File: src/rtl/famicom_cpu_bus_master.sv
// Famicom CPU bus initiator: maps a valid/ready request stream onto M2 / ROMSEL / R/W / A / D cycles.
// Optional: define CPU_BUS_IRQ_SYNC_EN to synchronise irq_n and sample it at the end of phi2.
module famicom_cpu_bus_master #(
  parameter int          CLK_PER_PHASE = 6,
  parameter logic [15:0] IDLE_ADDR     = 16'h0000
) (
  input  logic        clk,
  input  logic        rst,
  input  logic        req_valid,
  output logic        req_ready,
  input  logic        req_rw,
  input  logic [15:0] req_addr,
  input  logic [7:0]  req_wdata,
  output logic        rsp_valid,
  output logic [7:0]  rsp_rdata,
  output logic        m2,
  output logic        romsel,
  output logic        cpu_rw,
  output logic [14:0] cpu_addr,
  output logic [7:0]  cpu_data_out,
  output logic        cpu_data_oe,
  input  logic [7:0]  cpu_data_in,
  input  logic        irq_n,
  output logic        irq_level
);

  localparam int             CW   = $clog2(CLK_PER_PHASE);
  localparam logic [CW-1:0]  CMAX = CW'(CLK_PER_PHASE - 1);

  typedef enum logic {PHI1 = 1'b0, PHI2 = 1'b1} phase_t;

  phase_t        phase_q, phase_d;
  logic [CW-1:0] cnt_q, cnt_d;
  logic          wrap, cycle_end;

  logic          ready_q, rsp_valid_q, m2_q, romsel_q, rw_q, oe_q;
  logic [7:0]    rdata_q, dout_q, wdata_q;
  logic [14:0]   addr_q;
  logic          addr15_q;
  logic          rd_pend_q;

  always_comb begin
    wrap      = (cnt_q == CMAX);
    cycle_end = wrap && (phase_q == PHI2);
    phase_d   = phase_q;
    cnt_d     = cnt_q + 1'b1;
    if (wrap) begin
      cnt_d   = '0;
      phase_d = (phase_q == PHI1) ? PHI2 : PHI1;
    end
  end

  always_ff @(posedge clk or posedge rst) begin
    if (rst) begin
      phase_q     <= PHI1;
      cnt_q       <= '0;
      ready_q     <= 1'b0;
      rsp_valid_q <= 1'b0;
      rdata_q     <= 8'h00;
      m2_q        <= 1'b0;
      romsel_q    <= 1'b1;
      rw_q        <= 1'b1;
      addr_q      <= IDLE_ADDR[14:0];
      addr15_q    <= IDLE_ADDR[15];
      wdata_q     <= 8'h00;
      dout_q      <= 8'h00;
      oe_q        <= 1'b0;
      rd_pend_q   <= 1'b0;
    end else begin
      phase_q     <= phase_d;
      cnt_q       <= cnt_d;
      ready_q     <= (phase_d == PHI2) && (cnt_d == CMAX);
      rsp_valid_q <= 1'b0;
      if (wrap && (phase_q == PHI1)) begin
        m2_q     <= 1'b1;
        romsel_q <= ~addr15_q;
        if (!rw_q) begin
          oe_q   <= 1'b1;
          dout_q <= wdata_q;
        end
      end
      if (cycle_end) begin
        m2_q     <= 1'b0;
        romsel_q <= 1'b1;
        oe_q     <= 1'b0;
        dout_q   <= 8'h00;
        if (rd_pend_q) begin
          rsp_valid_q <= 1'b1;
          rdata_q     <= cpu_data_in;
        end
        // ready_q is high exactly on this clk, so this is the handshake point
        if (req_valid && ready_q) begin
          rw_q      <= req_rw;
          addr_q    <= req_addr[14:0];
          addr15_q  <= req_addr[15];
          wdata_q   <= req_wdata;
          rd_pend_q <= req_rw;
        end else begin
          rw_q      <= 1'b1;
          addr_q    <= IDLE_ADDR[14:0];
          addr15_q  <= IDLE_ADDR[15];
          wdata_q   <= 8'h00;
          rd_pend_q <= 1'b0;
        end
      end
    end
  end

`ifdef CPU_BUS_IRQ_SYNC_EN
  logic irq_s1_q, irq_s2_q, irq_lvl_q;

  always_ff @(posedge clk or posedge rst) begin
    if (rst) begin
      irq_s1_q  <= 1'b1;
      irq_s2_q  <= 1'b1;
      irq_lvl_q <= 1'b0;
    end else begin
      irq_s1_q <= irq_n;
      irq_s2_q <= irq_s1_q;
      if (cycle_end) irq_lvl_q <= ~irq_s2_q;
    end
  end

  assign irq_level = irq_lvl_q;
`else
  logic unused_irq_n;
  assign unused_irq_n = irq_n;
  assign irq_level    = 1'b0;
`endif

  assign req_ready    = ready_q;
  assign rsp_valid    = rsp_valid_q;
  assign rsp_rdata    = rdata_q;
  assign m2           = m2_q;
  assign romsel       = romsel_q;
  assign cpu_rw       = rw_q;
  assign cpu_addr     = addr_q;
  assign cpu_data_out = dout_q;
  assign cpu_data_oe  = oe_q;

endmodule

File: config.mk
export PLATFORM = sky130hd
export DESIGN_NAME = famicom_cpu_bus_master
export DESIGN_NICKNAME = d
export VERILOG_FILES = /design/src/rtl/famicom_cpu_bus_master.sv
export SDC_FILE = /design/constraint.sdc
export NUM_CORES = 1
export LEC_CHECK = 0
export BUFFER_PORTS_ARGS = -buffer_cell sky130_fd_sc_hd__buf_2
export CORE_MARGIN = 1
export CORE_UTILIZATION = 40
export CTS_CLUSTER_SIZE = 24
export DETAILED_ROUTE_END_ITERATION = 16
export PLACE_DENSITY = 0.66
export SLEW_MARGIN = 5
export SYNTH_ARGS = -nofsm -noshare
export SYNTH_HDL_FRONTEND = slang
export SYNTH_SLANG_ARGS = --single-unit
File: constraint.sdc
create_clock -name clk -period 4.5 [get_ports clk]
set_clock_uncertainty 0.2 [all_clocks]
set_input_delay 0.675 -clock clk [delete_from_list [all_inputs] [get_ports clk]]
set_output_delay 0.675 -clock clk [all_outputs]
set_load 0.01 [all_outputs]
---- Word-level counts from Yosys, hierarchy flattened ----
Cells that the tools add are included.
word-level totals
  word-level logic and storage cells ...... 47
  memories ................................ 0
  output and inout bits ................... 38
  bits in writable memories ............... 0
  bits of input ports ..................... 37
  bits in registers ....................... 51
  memory bits (read-only) ................. 0
  bits in latches ......................... 0
cells by class
  equal/unequal tests ..................... 3
  reductions and logical operators ........ 7
  $lt $le $gt $ge ......................... 0
  multiply operators ...................... 0
  bitwise gates (word level) .............. 2
  multiplexer cells ....................... 20
  shift-type cells ........................ 0
  divide/modulo/power cells ............... 0
  add/sub/neg operators ................... 1
operator list
  operator             number
  $mux 8               4
  $mux 15              1
  $mux 1               14
  $eq 3x3->1 const B   2
  $logic_and 1x1->1    4
  $reduce_and 2->1     2
  $add 3x1->3 const B  1
  $mux 3               1
  $ne 2x2->1 const B   1
  $not 1->1            2
  $reduce_bool 2->1    1

---- Logic depth before layout (Yosys ltp) ----
Gate-level depths: netlist of run 1.
  depth after elaboration ................. 4
  mapped depth ............................ 8
  mapped depth without buffers ............ 5

---- Worst setup path before layout of run 1 ----
Ideal clock, no wire load.
  path type ............................... flip-flop to flip-flop
  from .................................... reg cnt_q[0]
  to ...................................... reg rdata_q[0] (netlist: rsp_rdata[0])
  stages on the path, launching flop included .. 7
  path slack .............................. 2.775 ns
  library setup time ...................... 0.125 ns
  arrival time ............................ 1.400 ns
  required time ........................... 4.175 ns
  cell sequence ........................... dfrtp_1 -> inv_1 -> nor3b_1 -> ha_1 -> buf_6 -> nand2_4 -> mux2_4
on the way
  cells in the longest elaborated chain, start to end .. 3
ends and longest elaborated chain
  item                               RTL line  text
  from (decl)                        33        logic [CW-1:0] cnt_q, cnt_d;
  from (signal assigned)             71        cnt_q <= cnt_d;
  $eq 3x3->1                         43        wrap = (cnt_q == CMAX);
  $logic_and 1x1->1                  44        cycle_end = wrap && (phase_q == PHI2);
  net cycle_end                      34        logic wrap, cycle_end;
  $reduce_and 2->1 (no source line)  n/a
  to (signal assigned)               89        rdata_q <= cpu_data_in;
  to (decl)                          37        logic [7:0] rdata_q, dout_q, wdata_q;
The timed path passes the listed nets, and every way through them passes these cells.
A chain may end at the register's enable or synchronous reset.

---- Final worst setup path of run 1 ----
  from .................................... reg cnt_q[0]
  to ...................................... reg addr_q[1] (netlist: cpu_addr[1])
on the way
  cells in the longest elaborated chain, start to end .. 2
ends and longest elaborated chain
  item                  RTL line  text
  $eq 3x3->1            43
  $logic_and 1x1->1     44
  net cycle_end         34
  to (signal assigned)  63        addr_q <= IDLE_ADDR[14:0];
  to (signal assigned)  94        addr_q <= req_addr[14:0];
  to (signal assigned)  100       addr_q <= IDLE_ADDR[14:0];
  to (decl)             38        logic [14:0] addr_q;
The timed path passes the listed nets, and every way through them passes these cells.

==> impl_metrics.env, run 1 <==
export IMPL_run_status="complete, no violations"
export IMPL_start_kind="flop"
export IMPL_yosysTopAreaCell="dfrtp_1"
export IMPL_hpwl_mm=2.61
export IMPL_cp_end_kind="flop"
export IMPL_worstMarginPinSlew_ps=1050
export IMPL_yosys_register_bits=51
export IMPL_ctsHoldBuffers=0
export IMPL_drv_cap=0
export IMPL_dieArea_um2=5940
export IMPL_holdWs_ps=296
export IMPL_io_pins=75
export IMPL_final_setup_worst_slack_ps=2090
export IMPL_vias=1491
export IMPL_cp_max_fo=33
export IMPL_synthAdderAreaFrac_pct=1.11
export IMPL_avgSynthCellArea_um2=12.1
export IMPL_firstDrtPassIters=4
export IMPL_grt_pass1_vias=1538
export IMPL_port_buffers=72
export IMPL_syn_num_nets=225
export IMPL_crit_type="reg -> reg"
export IMPL_fin_crit_sh_pct=53.6
export IMPL_cts_tree="yes"
export IMPL_grt_use_total_pct=15.2
export IMPL_synth_compound_area_share_pct=12.2
export IMPL_timing_slew_headroom_pct=30.0
export IMPL_fin_crit_ps=2410
export IMPL_ant_nets=0
export IMPL_slew_viol_final=0
export IMPL_critPathRequiredTime_ps=4530
export IMPL_start_util_pct=42.8
export IMPL_final_setup_viol_count=0
export IMPL_netlist_instances=186
export IMPL_grt_first_pass_wirelength_mm=7.09
export IMPL_utilization_pct=52.3
export IMPL_rsz0062_at_grt="no"
export IMPL_hold_viol_final=0
export IMPL_final_common_cell="buf_2"
export IMPL_clockBufferDepth=2
export IMPL_cts_buffers=5
export IMPL_core_area_um2=5270
export IMPL_hold_path_class="reg -> reg"
export IMPL_post_cts_buffers=0
export IMPL_synth_edff_count=0
export IMPL_dieHeight_um=77.1
export IMPL_cts_clk_slew_worst_paths_ps=90
export IMPL_yosys_area_top_type_share_pct=54.4
export IMPL_layout_common_cells="buf_2 (72), dfrtp_1 (49), nand2_1 (26), inv_1 (22), nand2b_1 (18)"
export IMPL_avgRoutedWirePerCell_um=12.2
export IMPL_htree_num_levels=2
export IMPL_place_ws_ps=2110
export IMPL_fmax_ghz=0.415
export IMPL_wl_mm=4.00
export IMPL_peakVddDrop_mv=0.157
export IMPL_fin_setup_tns_ps=0
export IMPL_power_density_nw_per_um2=340
export IMPL_ys_types=25
export IMPL_synth_area_um2=2250
export IMPL_leakage_nw=1.43
export IMPL_yosysSeqAreaShare_pct=56.7
export IMPL_grt_overflow_total=0
export IMPL_cts_resized=0
export IMPL_arrival_ps=2440
export IMPL_root_buffer="clkbuf_8"
export IMPL_diodes=0
export IMPL_yosys_area_share_simple_pct=11.6
export IMPL_yosysWarnings=0
export IMPL_insertion_delay_ps=300
export IMPL_via_per_inst=4.56
export IMPL_drive_above_1_share_pct=44.4
export IMPL_grt_start_max_net_pins=52
export IMPL_synthXorXnorAreaFrac_pct=0
export IMPL_rows=26
export IMPL_synth_flop_cell="dfrtp_1"
export IMPL_drc_errors=0
export IMPL_synth_mux_area_share_pct=9.83
export IMPL_dp_cells=319
export IMPL_area_delta_synth_final_pct=22.2
export IMPL_synth_top_family_by_area="compound AO/OA/AOI/OAI gates"
export IMPL_synth_area_top_cells="dfrtp_1 (54%), o22ai_2 (9.4%), mux2_4 (5.3%)"
export IMPL_drt_iter0_markers=47
export IMPL_cts_sinks=51
export IMPL_layout_nets=295
export IMPL_die_w_um=77.1
export IMPL_async_flop_share_pct=100
export IMPL_gp_congestion=0.649
export IMPL_final_cells=327
export IMPL_antenna_found_initial=0
## worst paths after layout
check / slack, ps / startpoint / cells past startpoint / endpoint
max reg2reg: 2090 / cnt_q[0]$_DFF_PP0_ / 6 / cpu_addr[1]$_DFFE_PP0P_
min reg2reg: 300 / wdata_q[2]$_DFFE_PP0P_ / 2 / wdata_q[2]$_DFFE_PP0P_
min in group asynchronous: 410 / rst / 2 / rsp_rdata[1]$_DFFE_PP0P_
max in group asynchronous: 3030 / rst / 2 / m2$_DFFE_PP0P_
max: 2090 / cnt_q[0]$_DFF_PP0_ / 6 / cpu_addr[1]$_DFFE_PP0P_
min: 300 / wdata_q[2]$_DFFE_PP0P_ / 2 / wdata_q[2]$_DFFE_PP0P_
## final cells by class
class / instances / area (um2)
clock buffers: 5 / 68.8
clock inverters: 3 / 67.6
fillers: 494 / 2520
inverters: 23 / 86.3
multi-input cells: 101 / 790
flip-flops and latches: 51 / 1280
well taps: 70 / 87.6
repair buffers: 74 / 375
## through the flow
step / power (W) / instance area [um2]
global placement: 0.000572 / 2620
detailed placement: 0.000575 / 2620
global route: 0.000984 / 2750
finish: 0.000937 / 2750
floorplan: 0.000538 / 2250
CTS: 0.000952 / 2750
## state kept, by name, summed over array words and instances (netlist names)
signal	cells
cpu_addr	15
cpu_data_out	8
rsp_rdata	8
wdata_q	8
cnt_q	3
addr15_q	1
cpu_data_oe	1
cpu_rw	1
m2	1
phase_q	1
rd_pend_q	1
req_ready	1
romsel	1
rsp_valid	1
## Yosys cell counts, drive strengths merged, types with 2 or more instances
cell and number:
inv 23, nand2b 18, dfrtp 49, o21ai 8, dfstp 2, mux2i 9
o22ai 17, nor2 3, ha 2, mux2 9, nand2 28, buf 11
## report_power, final
part | internal, W | switching (W) | leakage [nW]
logic | 0.0000403 | 0.0000362 | 0.709
registers | 0.000478 | 0.00000905 | 0.656
clock network | 0.000222 | 0.000152 | 0.0644
## worst max-delay path, stage by stage, from the launching register on
cell	delay, ps
dfrtp_1	430
inv_1	80
nor3b_1	300
ha_2	620
buf_4	470
nand2_1	110
o22ai_2	110
## routing by layer
metal / share of wire [%] / up-vias / track usage [%]
li1: - / 735 / -
met1: 45 / 711 / 18.5
met2: 48 / 40 / 26.0
met3: 5.4 / 5 / 4.64
met4: 1.2 / 0 / 4.53
met5: 0 / - / 0
## cell families (layout without fill, tap and decap cells)
kind of cell / Yosys count / after routing
buffers and inverters: 34 / 105
adder cells (fa/ha/maj): 2 / 2
AO/OA/AOI/OAI: 28 / 28
flip-flops: 51 / 51
multiplexers: 18 / 18
other: 1 / 1
AND/OR/NAND/NOR: 52 / 52
Power figures use the tool's default switching activity.
==> inputs of run 2 (changes only) <==
==> constraint.sdc (replaced) <==
create_clock -name clk -period 2.5 [get_ports clk]
set_clock_uncertainty 0.2 [all_clocks]
set_input_delay 0.375 -clock clk [delete_from_list [all_inputs] [get_ports clk]]
set_output_delay 0.375 -clock clk [all_outputs]
set_load 0.01 [all_outputs]
==> run 2 against run 1 <==
Effect of this change:
- routed wire length grew 0.63%
- worst setup slack lost 1700 ps
- non-clock buffer count grew 3
==> impl_metrics.env, run 2 (same netlist as run 1, synthesis figures left out) <==
export IMPL_via_per_inst=4.52
export IMPL_layout_common_cells="buf_2 (72), dfrtp_1 (49), nand2_1 (26), inv_1 (22), nand2b_1 (18)"
export IMPL_port_buffers=72
export IMPL_timing_slew_headroom_pct=62.1
export IMPL_p_seq_share_pct=52.3
export IMPL_die_w_um=77.1
export IMPL_cp_end_kind="flop"
export IMPL_antenna_found_initial=0
export IMPL_max_stage_delay_ps=410
export IMPL_sw_frac_of_total_pct=20.3
export IMPL_cts_sinks=51
export IMPL_nFillCells=500
export IMPL_start_kind="flop"
export IMPL_rsz0062_at_grt="no"
export IMPL_hpwl_mm=2.81
export IMPL_final_setup_viol_count=0
export IMPL_p_sw_w=0.000340
export IMPL_peakVddDrop_mv=0.284
export IMPL_dieArea_um2=5940
export IMPL_r2r_end="cpu_data_out[7]$_DFFE_PP0P_"
export IMPL_place_ws_ps=391
export IMPL_final_common_cell="buf_2"
export IMPL_layout_nets=298
export IMPL_ant_nets=0
export IMPL_endpoint="cpu_data_out[7]$_DFFE_PP0P_"
export IMPL_cts_clk_slew_worst_paths_ps=90
export IMPL_hold_path_class="in -> reg"
export IMPL_gp_congestion=0.672
export IMPL_finalPower_w=0.00168
export IMPL_slew_viol_final=0
export IMPL_rrSetupSlack_ps=400
export IMPL_cts_tree="yes"
export IMPL_internal_power_w=0.00134
export IMPL_drive_above_1_share_pct=44.2
export IMPL_grt_overflow_total=0
export IMPL_grt_first_pass_wirelength_mm=6.83
export IMPL_final_area_um2=2800
export IMPL_fin_setup_tns_ps=0
export IMPL_grt_use_total_pct=14.8
export IMPL_grt_start_max_net_pins=34
export IMPL_worstRegToRegCells=6
export IMPL_holdWs_ps=102
export IMPL_critical_path_startpoint="cnt_q[0]$_DFF_PP0_"
export IMPL_crit_type="reg -> reg"
export IMPL_fmax_ghz=0.475
export IMPL_drc_errors=0
export IMPL_insertion_delay_ps=300
export IMPL_avgRoutedWirePerCell_um=12.2
export IMPL_core_area_um2=5270
export IMPL_cts_buffers=5
export IMPL_largest_register_ffs=15
export IMPL_fin_crit_sh_pct=84.2
export IMPL_start_util_pct=42.8
export IMPL_multi_input_area_um2=790
export IMPL_ff_latch_area_um2=1280
export IMPL_drt_iter0_markers=48
export IMPL_grt_pass1_vias=1496
export IMPL_firstDrtPassIters=4
export IMPL_cp_max_fo=33
export IMPL_final_setup_worst_slack_ps=396
export IMPL_drv_cap=0
export IMPL_vias=1490
export IMPL_timing_rr_start="cnt_q[0]$_DFF_PP0_"
export IMPL_leakage_nw=1.46
export IMPL_dpl_instance_area_um2=2660
export IMPL_power_clock_fraction_pct=39.2
export IMPL_rows=26
export IMPL_worstPathCellList="inv_1, nor3b_1, ha_2, buf_4, nand2b_1, mux2i_1"
export IMPL_diodes=0
export IMPL_power_share_combinational_pct=8.5
export IMPL_fin_crit_ps=2100
export IMPL_dieHeight_um=77.1
export IMPL_wl_mm=4.03
export IMPL_io_pins=75
export IMPL_cts_resized=0
export IMPL_arrival_ps=2080
export IMPL_cp_slowest_cell="dfrtp_1"
export IMPL_critPathRequiredTime_ps=2470
export IMPL_htree_num_levels=2
export IMPL_run_status="complete, no violations"
export IMPL_power_density_nw_per_um2=599
export IMPL_hold_viol_final=0
export IMPL_worstMarginPinSlew_ps=568
export IMPL_clockBufferDepth=2
export IMPL_root_buffer="clkbuf_8"
export IMPL_area_delta_synth_final_pct=24.3
[run 2: per-layer routing]
layer / wire, um / global-route usage [%] / up-vias / part of all wire (%)
met5: 0 / 0 / - / 0
met4: 54 / 5.09 / 0 / 1.3
met3: 199 / 4.05 / 6 / 4.9
met2: 1960 / 25.2 / 40 / 49
met1: 1820 / 18.0 / 703 / 45
li1: - / - / 741 / -
[run 2: worst min path at each step]
stage / start / endpoint / slack [ps] / depth (start not counted)
floorplan: wdata_q[0]$_DFFE_PP0P_ / wdata_q[0]$_DFFE_PP0P_ / 250 / 2
global placement: rst / rsp_rdata[1]$_DFFE_PP0P_ / 230 / 2
detailed placement: rst / rsp_rdata[1]$_DFFE_PP0P_ / 230 / 2
CTS: cpu_data_in[7] / rsp_rdata[7]$_DFFE_PP0P_ / 90 / 2
global route: cpu_data_in[7] / rsp_rdata[7]$_DFFE_PP0P_ / 90 / 2
finish: cpu_data_in[7] / rsp_rdata[7]$_DFFE_PP0P_ / 100 / 2
[run 2: power by group through the flow]
stage	Clock (W)	Combinational, W	Sequential, W
after floorplan	0	0.0000619	0.000906
after global placement	0	0.000142	0.000891
after detailed placement	0	0.000144	0.000893
after CTS	0.000685	0.000146	0.000877
after global routing	0.000714	0.000158	0.000882
final	0.000658	0.000142	0.000877
[run 2: repair_timing]
item                       in CTS  in global routing
setup endpoints to repair       0                  0
hold buffers                    1                  0
buffers inserted                0                  0
hold endpoints to repair       20                  0
[run 2: area by class of cell]
| class | instances | share of cell area (%) |
|---|---|---|
| Tap cell | 70 | 3.13 |
| Multi-Input combinational cell | 101 | 28.2 |
| Inverter | 23 | 3.08 |
| Sequential cell | 51 | 45.7 |
| Clock buffer | 6 | 2.59 |
| Timing Repair Buffer | 77 | 15.2 |
| Clock inverter | 2 | 2.14 |
[run 2: per-stage QoR]
step / utilization (%) / cells
after detailed placement: 50.4 / 321
after CTS: 53.1 / 330
after global placement: 50.4 / 321
after floorplan: - / 186
final: 53.1 / 330
after global routing: 53.1 / 330
[run 2: critical path: cells and delay by family (launching register included)]
family,cells,cell delay [ps]
adders and majority gates,1,400
and+or+nand+nor,2,470
buffers and inverters,2,430
muxes,1,70
DFF,1,410
